File: src/rtl/alu_arb_pkg.sv
// rtl/alu_arb_pkg.sv - shared types and widths for alu_arbiter
package alu_arb_pkg;

  localparam int ALU_W = 8;
  localparam int SEL_W = 4;

  typedef enum logic [1:0] {
    IDLE = 2'd0,
    EXEC = 2'd1,
    RESP = 2'd2
  } alu_arb_state_e;

  typedef struct packed {
    logic [ALU_W-1:0] a;
    logic [ALU_W-1:0] b;
    logic [SEL_W-1:0] sel;
  } alu_op_t;

endpackage

File: src/rtl/rr_arbiter.sv
// rtl/rr_arbiter.sv - round-robin one-hot winner; pointer advances past the winner on grant_en
module rr_arbiter #(
  parameter int NUM_REQ = 4
) (
  input  logic                       clock,
  input  logic                       reset,
  input  logic [NUM_REQ-1:0]         req,
  input  logic                       grant_en,
  output logic [NUM_REQ-1:0]         grant,
  output logic [$clog2(NUM_REQ)-1:0] grant_idx
);

  localparam int IDX_W = $clog2(NUM_REQ);

  logic [IDX_W-1:0] ptr;
  logic [IDX_W:0]   cand;
  logic             found;

  // Scan upward from the pointer, wrapping, and keep the first requester seen.
  always_comb begin
    grant     = '0;
    grant_idx = '0;
    found     = 1'b0;
    cand      = '0;
    for (int k = 0; k < NUM_REQ; k++) begin
      cand = {1'b0, ptr} + (IDX_W+1)'(k);
      if (cand >= (IDX_W+1)'(NUM_REQ)) begin
        cand = cand - (IDX_W+1)'(NUM_REQ);
      end
      if (!found && req[cand[IDX_W-1:0]]) begin
        found                    = 1'b1;
        grant[cand[IDX_W-1:0]]   = 1'b1;
        grant_idx                = cand[IDX_W-1:0];
      end
    end
  end

  always_ff @(posedge clock) begin
    if (reset) begin
      ptr <= '0;
    end else if (grant_en) begin
      ptr <= (grant_idx == IDX_W'(NUM_REQ-1)) ? '0 : grant_idx + IDX_W'(1);
    end
  end

endmodule

File: src/rtl/alu_arbiter.sv
// rtl/alu_arbiter.sv - round-robin sequencer sharing one clocked ALU between NUM_REQ requesters
// Optional per-requester grant counters are enabled by defining ALU_ARB_STATS_EN.
module alu_arbiter
  import alu_arb_pkg::*;
#(
  parameter int NUM_REQ     = 4,
  parameter int ALU_LATENCY = 1,
  parameter int STAT_W      = 16
) (
  input  logic                              clock,
  input  logic                              reset,
  input  logic [NUM_REQ-1:0]                req_valid,
  output logic [NUM_REQ-1:0]                req_ready,
  input  logic [NUM_REQ-1:0][ALU_W-1:0]     req_a,
  input  logic [NUM_REQ-1:0][ALU_W-1:0]     req_b,
  input  logic [NUM_REQ-1:0][SEL_W-1:0]     req_sel,
  output logic [ALU_W-1:0]                  alu_a,
  output logic [ALU_W-1:0]                  alu_b,
  output logic [SEL_W-1:0]                  alu_sel,
  input  logic [ALU_W-1:0]                  alu_out,
  input  logic                              alu_carry,
  output logic [NUM_REQ-1:0]                rsp_valid,
  output logic [ALU_W-1:0]                  rsp_data,
  output logic                              rsp_carry
`ifdef ALU_ARB_STATS_EN
  ,
  output logic [NUM_REQ-1:0][STAT_W-1:0]    grant_count
`endif
);

  localparam int IDX_W = $clog2(NUM_REQ);

  alu_arb_state_e   state;
  alu_op_t          cur_op;
  alu_op_t          win_op;
  logic [IDX_W-1:0] owner;
  logic [2:0]       wait_cnt;
  logic [NUM_REQ-1:0] grant;
  logic [IDX_W-1:0]   grant_idx;
  logic               take;

  rr_arbiter #(
    .NUM_REQ(NUM_REQ)
  ) u_rr (
    .clock    (clock),
    .reset    (reset),
    .req      (req_valid),
    .grant_en (take),
    .grant    (grant),
    .grant_idx(grant_idx)
  );

  // Grants are only offered from IDLE and never while reset is held.
  assign req_ready = (state == IDLE && !reset) ? grant : '0;
  assign take      = |req_ready;

  always_comb begin
    win_op     = '0;
    win_op.a   = req_a[grant_idx];
    win_op.b   = req_b[grant_idx];
    win_op.sel = req_sel[grant_idx];
  end

  assign alu_a   = cur_op.a;
  assign alu_b   = cur_op.b;
  assign alu_sel = cur_op.sel;

  always_ff @(posedge clock) begin
    if (reset) begin
      state     <= IDLE;
      cur_op    <= '0;
      owner     <= '0;
      wait_cnt  <= '0;
      rsp_valid <= '0;
      rsp_data  <= '0;
      rsp_carry <= 1'b0;
    end else begin
      rsp_valid <= '0;
      case (state)
        IDLE: begin
          if (take) begin
            cur_op   <= win_op;
            owner    <= grant_idx;
            wait_cnt <= 3'(ALU_LATENCY);
            state    <= EXEC;
          end
        end
        EXEC: begin
          if (wait_cnt == 3'd0) begin
            rsp_data  <= alu_out;
            rsp_carry <= alu_carry;
            rsp_valid <= NUM_REQ'(1) << owner;
            state     <= RESP;
          end else begin
            wait_cnt <= wait_cnt - 3'd1;
          end
        end
        RESP: state <= IDLE;
        default: state <= IDLE;
      endcase
    end
  end

`ifdef ALU_ARB_STATS_EN
  // Saturating per-requester handshake counters.
  always_ff @(posedge clock) begin
    if (reset) begin
      grant_count <= '0;
    end else begin
      for (int i = 0; i < NUM_REQ; i++) begin
        if (req_ready[i] && req_valid[i] && grant_count[i] != '1) begin
          grant_count[i] <= grant_count[i] + STAT_W'(1);
        end
      end
    end
  end
`endif

endmodule

File: config.mk
export PLATFORM = sky130hd
export DESIGN_NAME = alu_arbiter
export DESIGN_NICKNAME = d
export VERILOG_FILES = /design/src/rtl/alu_arb_pkg.sv /design/src/rtl/rr_arbiter.sv /design/src/rtl/alu_arbiter.sv
export SDC_FILE = /design/constraint.sdc
export NUM_CORES = 1
export LEC_CHECK = 0
export BUFFER_PORTS_ARGS = -buffer_cell sky130_fd_sc_hd__clkbuf_2
export CAP_MARGIN = 20
export CORE_UTILIZATION = 45
export DETAILED_ROUTE_END_ITERATION = 10
export GPL_TIMING_DRIVEN = 1
export PLACE_DENSITY = 0.77
export SYNTH_ARGS = -nofsm -noshare
export SYNTH_HDL_FRONTEND = slang
export SYNTH_HIERARCHICAL = 1
export SYNTH_SLANG_ARGS = --single-unit
File: constraint.sdc
create_clock -name clock -period 3.9 [get_ports clock]
set_input_delay 0.585 -clock clock [delete_from_list [all_inputs] [get_ports clock]]
set_output_delay 0.585 -clock clock [all_outputs]
set_load 0.01 [all_outputs]
==> impl_metrics.csv, run 1 <==
group,metric,value,unit
clock_tree,hold_buffers,0,
worst_hold_path,min_path_type,"reg2reg",
route,dr.first_iter.drc_count,119,
critical_path,crit_arrival,2.87,ns
placement,dp_cells,446,
die,initial_core_util,48.02,%
synth,yosysWarnings,6,
sta,rsz0062_at_grt,"false",
critical_path,crit_fanout,9,
synth,syn_area_per_cell,9.710,sq um
placement,numPortBuffers,131,
clock_tree,clkTransAtPathRegs,0.08,ns
critical_path,crit_type,"reg2out",
cells_and_area,synthToLayoutAreaGrowth,32.89,%
synth,ys.flop_type,"dfxtp_1",
cells_and_area,drive_gt1_share,46.61,%
route,drc,0,
pwr,p_sw,1.042,mW
synth,ys_ff_latch,42,
sta,slew_headroom,55.56,%
route,drtPass1Iterations,4,
pwr,p_clk_share,13.8,%
synth,yosysMostFrequentCell,"dfxtp_1",
die,core_region_area,5238,sq um
synth,ys_seq_area_share,33.43,%
critical_path,critPathLaunchType,"register",
sta,worst_slew_pin_slew,0.6667,ns
placement,hpwl,5170,um
global_route,grt_overflow_total,0,
global_route,track_usage,23.34,%
synth,async_reset_ff_share,0,%
clock_tree,worst_skew_pair.late_latency,0.30,ns
die,io_pins,132,
flow_run,maxCapViolCount,0,
placement,placed_cell_area,3232,sq um
pwr,internal-power,1.435,mW
synth,netlist.top_cell.by_area,"dfxtp_1",
sta,finClkSkew,0.008600,ns
die,fp-row-count,26,
clock_tree,post-cts-setup-buffer-count,0,
global_route,antenna_found_initial,0,
synth,synth_top_cells_by_area,"dfxtp_1 (33%), mux4_2 (21%), a21oi_1 (6.4%)",
sta,post-route-min-period,3.453,ns
sta,setup_viol,0,
sta,min_period_over_period,88.55,%
global_route,grt_max_degree,43,
die,die_w,76.76,um
synth,synth.distinct_cells,44,
critical_path,worstPathRequired,3.31,ns
sta,fmax,0.2896,GHz
clock_tree,cts_tree,"yes",
global_route,grt_pass1_wl,10980,um
pwr,power_density,741.1,nW/um^2
die,die_area,5891,sq um
synth,synth_edf_count,0,
critical_path,worstPathCellList,"inv_1, ha_1, mux4_2, and2b_1, a22oi_1, o21ai_0, and2_1, clkbuf_2",
critical_path,crit_path_max_incr_delay,0.53,ns
critical_path,endpoint_kind,"output pin",
sta,hold_viol_final,0,
route,ant_nets,0,
clock_tree,cts-buffers-inserted,5,
global_route,grt_pass1_vias,2452,
synth,synth_common_cells,"dfxtp_1 (42), a21oi_1 (32), o21ai_0 (27)",
synth,synth_fp_nets,362,
die,die_h,76.76,um
cells_and_area,n_fill_cell,454,
pwr,sequentialPowerShare,27.1,%
cells_and_area,n_antenna_cell,0,
clock_tree,post_cts_resize_count,0,
critical_path,crit_buf_inv,2,
clock_tree,clockBufferDepth,2,
pwr,p_leak,1.469,nW
critical_path,rrSetupSlack,0.61,ns
cells_and_area,utilization,63.81,%
route,via_count,2544,
critical_path,critPathTopFamily,"flip-flops",
clock_tree,clock-sinks,42,
cells_and_area,nNetsFinal,486,
outcome,outcome,"finished clean",
synth,yosysTopAreaCellShare,33.43,%
synth,postSynthCellCount,259,
placement,place.gp.congestion,0.9671,
clock_tree,h-tree-depth,2,
route,wl_per_cell,14.76,um
sta,final_max_slew_viol_count,0,
pwr,vdd_drop_max,0.3872,mV
pwr,comb_power_share,59.1,%
clock_tree,clockRootBuffer,"clkbuf_8",
cells_and_area,fin_cells,454,
pwr,switching_share,42.06,%
critical_path,cp_slowest_cell,"dfxtp_1",
route,wl,6701,um
sta,finalSetupTns,0,ns
route,via_per_inst,5.604,
cells_and_area,fin_area,3342,sq um
synth,syn_area,2515,sq um
## area by class of cell
class                           count  area (sq um)  area share [%]
Tap cell                           70         87.58           2.621
Timing Repair Buffer              138         720.7           21.56
Clock inverter                      2         37.54           1.123
Inverter                            6         22.52          0.6739
Multi-Input combinational cell    190          1560           46.69
Sequential cell                    42         840.8           25.16
Clock buffer                        6         72.57           2.171
## final timing paths
kind                              end  depth (start not counted)                     start
max                      req_ready[1]                          8  u_rr/ptr[1]$_SDFFE_PP0P_
min reg2reg  rsp_data[6]$_SDFFE_PP0P_                          2  rsp_data[6]$_SDFFE_PP0P_
min          rsp_data[6]$_SDFFE_PP0P_                          2  rsp_data[6]$_SDFFE_PP0P_
max reg2reg                  register                          9  u_rr/ptr[1]$_SDFFE_PP0P_
## power by group through the flow
stage | combinational (mW) | clock, mW | sequential, mW
6_report | 1.46 | 0.342 | 0.672
5_1_grt | 1.61 | 0.367 | 0.689
4_1_cts | 1.47 | 0.351 | 0.671
3_5_place_dp | 1.47 | 0 | 0.681
3_3_place_gp | 1.44 | 0 | 0.678
2_1_floorplan | 1.01 | 0 | 0.719
## layer usage
metal / up-vias / track usage [%] / routed length, um
li1: 1227 / - / -
met1: 1181 / 28.48 / 2759
met2: 121 / 40.00 / 3344
met3: 15 / 4.405 / 424
met4: 0 / 10.00 / 173
met5: - / 0 / 0
## stage by stage
step	hold slack, ns	power, mW	worst slack, ns
final	0.4572	2.477	0.4467
after global routing	0.4707	2.671	0.2911
after CTS	0.4601	2.493	0.4702
after detailed placement	0.4481	2.148	0.6374
after global placement	0.4408	2.120	0.7342
after floorplan	0.4261	1.732	0.9565
## cell usage in the layout (no fill, tap or decap), types with 2 or more instances in the layout
cell type	synthesis	final
a21oi_1	32	32
a22oi_1	8	8
and2_1	4	4
buf_4	1	6
clkbuf_2	2	131
clkbuf_8	0	5
dfxtp_1	42	42
ha_1	8	8
inv_1	6	6
mux2_2	2	2
mux2i_1	2	2
mux4_2	24	24
nand2_1	22	22
nand2b_1	2	2
nand3_1	23	23
nor2_1	8	8
nor2b_1	3	3
o21ai_0	27	27
o21ai_1	2	2
## logic make-up after synthesis
logic type / Yosys count / synth area share [%]
flip-flops: 42 / 33.43
adder cells (fa/ha/maj): 8 / 3.980
buffers and inverters: 27 / 4.776
AND/OR/NAND/NOR: 75 / 16.22
multiplexers: 28 / 23.18
AO/OA/AOI/OAI: 79 / 18.41
## tightest hold or removal path: cells and delay by family (launching register included)
family / cells / cell delay, ns
DFF: 1 / 0.31
AOI/OAI and AO/OA: 1 / 0.05
and+or+nand+nor: 1 / 0.05
## sequential cells by signal (all words and copies together), names as in the netlist, named ones only
register,cells
alu_a,8
alu_b,8
rsp_data,8
alu_sel,4
rsp_valid,4
wait_cnt,3
owner,2
state,2
rsp_carry,1
u_rr/ptr,1
Power figures use the tool's default switching activity.
==> inputs of run 2 (changes only) <==
ABC_AREA = 1   (was default)
CORE_UTILIZATION = 48   (was 45)
CTS_BUF_LIST = sky130_fd_sc_hd__clkbuf_4 sky130_fd_sc_hd__clkbuf_8   (was default)
HOLD_SLACK_MARGIN = 0.05   (was default)
PLACE_DENSITY = 0.8   (was 0.77)
==> run 2 against run 1 <==
Worst setup slack better by 0.29 ns. Clock-buffer cell count up 1. Combinational power rose by 27%. First-iteration DRC count grew 0.84%. Synthesized area grew 7.8%. Sequential share of layout area down 0.70 points. Largest power group unchanged.
==> impl_metrics.csv, run 2 <==
group,metric,value,unit
synth,syn_area,2710,sq um
sta,final_max_slew_viol_count,0,
placement,numPortBuffers,131,
die,die_area,5951,sq um
sta,slew_headroom,59.02,%
die,io_pins,132,
clock_tree,worst_skew_pair.late_latency,0.29,ns
die,initial_core_util,51.42,%
clock_tree,clockBufferDepth,2,
clock_tree,hold_buffers,0,
synth,async_reset_ff_share,0,%
sta,rsz0062_at_grt,"false",
cells_and_area,n_fill_cell,518,
die,die_h,77.14,um
sta,setup_viol,0,
global_route,grt_pass1_vias,2935,
route,dr.first_iter.drc_count,120,
critical_path,crit_fanout,27,
critical_path,cp_slowest_cell,"dfxtp_1",
critical_path,crit_buf_inv,3,
pwr,power_density,815.5,nW/um^2
synth,ys.flop_type,"dfxtp_1",
clock_tree,post-cts-setup-buffer-count,0,
die,die_w,77.14,um
cells_and_area,drive_gt1_share,31.39,%
synth,synth_fp_nets,531,
synth,syn_area_per_cell,6.332,sq um
global_route,antenna_found_initial,0,
sta,finalSetupTns,0,ns
placement,hpwl,5691,um
cells_and_area,layout_commonest_cell,"nor2_1",
clock_tree,clockRootBuffer,"clkbuf_8",
synth,synth_common_cells,"nor2_1 (142), o21ai_0 (74), dfxtp_1 (42)",
sta,worst_slew_pin_slew,0.6141,ns
placement,place.gp.congestion,0.9065,
sta,post-route-min-period,3.159,ns
sta,hold_ws,0.4694,ns
critical_path,crit_top_cell,"nor2_1",
die,core_region_area,5270,sq um
critical_path,endpoint_kind,"register",
synth,synth_top_cells_by_area,"dfxtp_1 (31%), nor2_1 (20%), o21ai_0 (14%)",
clock_tree,h-tree-depth,2,
cells_and_area,synthToLayoutAreaGrowth,26.82,%
route,drtPass1Iterations,4,
synth,ys_seq_area_share,31.02,%
die,fp-row-count,26,
critical_path,worstPathCellList,"inv_4, ha_1, inv_1, nand3_1, nand2_1, nor2_1, nand3_1, o21ai_0, a21oi_1, o21ai_0, o211ai_2, nand2_4, clkinv_2, nor2_1, nor2_1",
synth,yosysTopAreaCellShare,31.02,%
synth,ys_ff_latch,42,
critical_path,crit_type,"reg2reg",
route,drc,0,
outcome,outcome,"finished clean",
clock_tree,post_cts_resize_count,0,
route,via_per_inst,5.032,
clock_tree,cts-buffers-inserted,5,
synth,yosysWarnings,6,
worst_hold_path,min_path_type,"reg2reg",
sta,worst_slack,0.7411,ns
route,ant_nets,0,
cells_and_area,fin_area,3437,sq um
cells_and_area,n_antenna_cell,0,
synth,netlist.top_cell.by_area,"dfxtp_1",
synth,yosysMostFrequentCell,"nor2_1",
clock_tree,cts_tree,"yes",
pwr,vdd_drop_max,0.4265,mV
synth,synth.distinct_cells,35,
synth,synth_edf_count,0,
cells_and_area,nNetsFinal,650,
global_route,grt_max_degree,41,
global_route,grt_pass1_wl,12360,um
critical_path,critPathLaunchType,"register",
critical_path,crit_arrival,3.34,ns
sta,hold_viol_final,0,
critical_path,worstPathRequired,4.08,ns
sta,finClkSkew,0.008144,ns
pwr,finalPower,2.803,mW
placement,placed_cell_area,3338,sq um
flow_run,maxCapViolCount,0,
clock_tree,clkTransAtPathRegs,0.08,ns
sta,min_period_over_period,81.00,%
critical_path,critPathTopFamily,"simple AND/OR/NAND/NOR gates",
placement,post-place-ws,0.7514,ns
route,wl,7344,um
synth,postSynthCellCount,428,
global_route,track_usage,25.37,%
pwr,p_leak,1.781,nW
route,wl_per_cell,11.88,um
clock_tree,clock-sinks,42,
global_route,grt_overflow_total,0,
critical_path,crit_path_max_incr_delay,0.62,ns
route,via_count,3110,
sta,fmax,0.3166,GHz
cells_and_area,final_cell_mix,"nor2_1 (142), clkbuf_2 (131), o21ai_0 (74)",
## run 2: where the power goes
| part | total, mW | switching (mW) | internal, mW |
|---|---|---|---|
| Sequential | 0.659 | 0.0947 | 0.564 |
| Combinational | 1.85 | 1.22 | 0.625 |
| Clock | 0.298 | 0.145 | 0.153 |
## run 2: final cells by class
class                      instances  area [sq um]  area share [%]
multi-input combinational        330          1600           46.56
sequential                        42         840.8           24.46
inverter                          34         131.4           3.822
tap                               70         87.58           2.548
clock buffer                       7         90.09           2.621
clock inverter                     1         8.758          0.2548
timing repair buffer             134         678.2           19.73
## run 2: final timing paths
path	start	endpoint	slack, ns	depth (start not counted)
min	owner[0]$_SDFFE_PP0P_	rsp_valid[2]$_SDFF_PP0_	0.47	1
max reg2reg	register	owner[0]$_SDFFE_PP0P_	0.74	15
max	register	owner[0]$_SDFFE_PP0P_	0.74	15
min reg2reg	owner[0]$_SDFFE_PP0P_	rsp_valid[2]$_SDFF_PP0_	0.47	1
## run 2: cells by family after synthesis
logic type               count (synthesis)  synth area share [%]
AND/OR/NAND/NOR                        213                 33.98
AO/OA/AOI/OAI                          108                 21.05
buffers and inverters                   56                 9.925
flip-flops                              42                 31.03
adder cells (fa/ha/maj)                  8                 3.694
XOR/XNOR                                 1                0.3232
## run 2: per-stage QoR
step                      utilization, %  std cells
final                              65.22        618
after detailed placement           63.34        610
after global routing               65.22        618
after floorplan                        -        428
after CTS                          65.22        618
after global placement             63.34        610
## run 2: worst register-to-register path: cells and delay by family, from the launching register on
family | cells | cell delay [ns]
buf+inv | 3 | 0.60
fa+ha+maj | 1 | 0.40
simple gates | 7 | 1.01
flops | 1 | 0.62
compound gates | 4 | 0.43
## run 2: metal layers
layer	routed length (um)	share of wire, %	vias up	track usage (%)
li1	-	-	1611	-
met1	3030	41	1377	28.01
met2	3680	50	110	47.26
met3	517	7.0	12	6.310
met4	115	1.6	0	7.358
met5	0	0	-	0
==> inputs of run 3 (changes only) <==
CORE_UTILIZATION = 43   (was 48)
PLACE_DENSITY = 0.75   (was 0.8)
clock period = 2.9 ns   (was 3.9 ns; I/O delays follow)
==> run 3 against run 2 <==
Global-route usage fell by 0.19 points. Clock power rose by 30%. Sequential cell count did not move. Design area rose by 2.1%. Worst setup slack got worse by 0.53 ns. Wire length rose by 8.7%. Core utilization fell by 6.6 points. Final cell count rose by 2.4%. Clock skew rose by 0.0031 ns. Clock-buffer cell count fell by 1. Critical path type is now reg2out. Sequential share of layout area fell by 0.51 points. Critical endpoint is now req_ready[0].
==> impl_metrics.csv, run 3 (synthesis results as in run 2) <==
group,metric,value,unit
sta,finClkSkew,0.01128,ns
critical_path,worst_r2r_startpoint,"u_rr/ptr[1]$_SDFFE_PP0P_",
die,io_pins,132,
clock_tree,clkTransAtPathRegs,0.08,ns
global_route,grt_pass1_vias,2814,
critical_path,rr_endpoint,"alu_a[7]$_SDFFE_PP0P_",
sta,rsz0062_at_grt,"false",
sta,hold_viol_final,0,
global_route,grt_max_degree,34,
worst_hold_path,min_to,"rsp_data[4]$_SDFFE_PP0P_",
critical_path,endpoint_kind,"output pin",
pwr,p_leak,1.826,nW
cells_and_area,n_antenna_cell,0,
route,dr.first_iter.drc_count,226,
sta,slew_headroom,73.14,%
flow_run,maxCapViolCount,0,
worst_hold_path,min_from,"alu_out[4]",
cells_and_area,final_cell_mix,"nor2_1 (142), clkbuf_2 (131), o21ai_0 (74)",
die,fp-row-count,28,
clock_tree,post_cts_resize_count,0,
sta,min_period_over_period,92.63,%
placement,hpwl,6331,um
sta,final_max_slew_viol_count,0,
global_route,use_met1,30.31,%
route,via_per_inst,5.047,
cells_and_area,utilization,58.58,%
route,ant_nets,0,
route,drc,0,
critical_path,crit_type,"reg2out",
clock_tree,clockRootBuffer,"clkbuf_8",
cells_and_area,layout_commonest_cell,"nor2_1",
route,drtPass1Iterations,5,
cells_and_area,nNetsFinal,660,
die,initial_core_util,45.24,%
global_route,track_usage,25.18,%
critical_path,rrSetupSlack,0.30,ns
clock_tree,h-tree-depth,2,
sta,finalSetupTns,0,ns
critical_path,crit_fanout,5,
cells_and_area,synthToLayoutAreaGrowth,29.50,%
global_route,grtUsageMet2,43.50,%
sta,worst_slew_pin_slew,0.3986,ns
critical_path,crit_arrival,2.25,ns
critical_path,crit_top_cell,"inv_1",
cells_and_area,n_fill_cell,571,
critical_path,critPathTopFamily,"buffers and inverters",
clock_tree,cts_tree,"yes",
sta,fmax,0.3723,GHz
route,wl_per_cell,12.61,um
worst_hold_path,whs_path_depth,3,
global_route,grt_pass1_wl,12670,um
global_route,grt.busiest_layer,"met2",
clock_tree,post-cts-setup-buffer-count,0,
clock_tree,cts-buffers-inserted,5,
clock_tree,hold_buffers,0,
critical_path,critPathLaunchType,"register",
placement,place.gp.congestion,0.8680,
die,core_region_area,5991,sq um
pwr,vdd_drop_max,0.5712,mV
cells_and_area,seq_area,840.8,sq um
global_route,grt_overflow_total,0,
placement,numPortBuffers,131,
sta,post-route-min-period,2.686,ns
die,die_w,81.39,um
route,wl,7982,um
sta,setup_viol,0,
global_route,antenna_found_initial,0,
cells_and_area,multi_input_area,1600,sq um
clock_tree,clockBufferDepth,2,
die,die_area,6624,sq um
clock_tree,clock-sinks,42,
route,via_count,3195,
die,die_h,81.39,um
critical_path,worst_r2r_path_depth,16,
global_route,grtUsageMet3,6.180,%
critical_path,worstPathRequired,2.47,ns
critical_path,cp_slowest_cell,"ha_1",
critical_path,crit_path_max_incr_delay,0.37,ns
worst_hold_path,min_path_type,"in2reg",
outcome,outcome,"finished clean",
critical_path,crit_buf_inv,5,
cells_and_area,drive_gt1_share,32.62,%
pwr,power_density,1133,nW/um^2
clock_tree,worst_skew_pair.late_latency,0.30,ns
critical_path,worstPathCellList,"inv_1, ha_1, inv_1, nand3_1, nand2_1, nand2_1, inv_1, nand2_1, o21ai_0, a31oi_1, o21ai_0, inv_1, nor2_1, clkbuf_2",
run 3: cell types whose count changed in the layout (fill, tap and decap cells not counted), sizes merged:
| cell | delta |
|---|---|
| buf | +10 |
| clkinv | +2 |
| clkbuf | -1 |
| inv | -1 |
run 3: final cells by class:
type / count / area share, %
Multi-Input combinational cell: 330 / 45.60
Timing Repair Buffer: 144 / 21.46
Tap cell: 75 / 2.674
Sequential cell: 42 / 23.96
Inverter: 34 / 3.743
Clock buffer: 6 / 2.175
Clock inverter: 2 / 0.3922
run 3: how the worst max path moves through the flow:
stage                                        start  cells past startpoint                 endpoint
after floorplan                           register                     18                 register
after global placement                req_valid[3]                     17    alu_a[7]$_SDFFE_PP0P_
after detailed placement              req_valid[3]                     17  alu_sel[1]$_SDFFE_PP0P_
after CTS                                 register                     14             req_ready[0]
after global routing      u_rr/ptr[1]$_SDFFE_PP0P_                     13             req_ready[1]
final                     u_rr/ptr[1]$_SDFFE_PP0P_                     14             req_ready[0]
run 3: stage by stage:
stage          cell area [sq um]  hold WS, ns  setup WS, ns  cells  total power, mW
6_report                    3510       0.3844        0.2137    633            3.977
5_1_grt                     3510       0.3898       0.03947    633            4.390
4_1_cts                     3510       0.3879        0.2539    633            3.990
3_5_place_dp                3420       0.4382        0.3734    625            3.594
3_3_place_gp                3420       0.4509        0.3398    625            3.580
2_1_floorplan               2710       0.4230        0.3997    428            2.856
run 3: per-layer routing:
metal / up-vias / share of wire, %
met5: - / 0
met4: 0 / 2.1
met3: 17 / 7.6
met2: 137 / 48
met1: 1413 / 42
li1: 1628 / -
run 3: where the power goes:
part	leakage, nW	switching, mW	internal (mW)
clock	0.0486	0.208	0.179
sequential	0.345	0.101	0.758
combinational	1.43	1.78	0.945
total	1.83	2.09	1.88
run 3: worst reg2reg max path: stages, from the launching register on:
cell and delay [ns]:
dfxtp_1 0.33, inv_1 0.08, ha_1 0.37, inv_1 0.10
nand3_1 0.09, nand2_1 0.06, nand2_1 0.12, inv_1 0.09
nand2_1 0.07, o21ai_0 0.08, a31oi_1 0.14, o21ai_0 0.16
o21ai_2 0.23, nand2_4 0.12, buf_4 0.22, o21ai_0 0.16
nor2_1 0.06
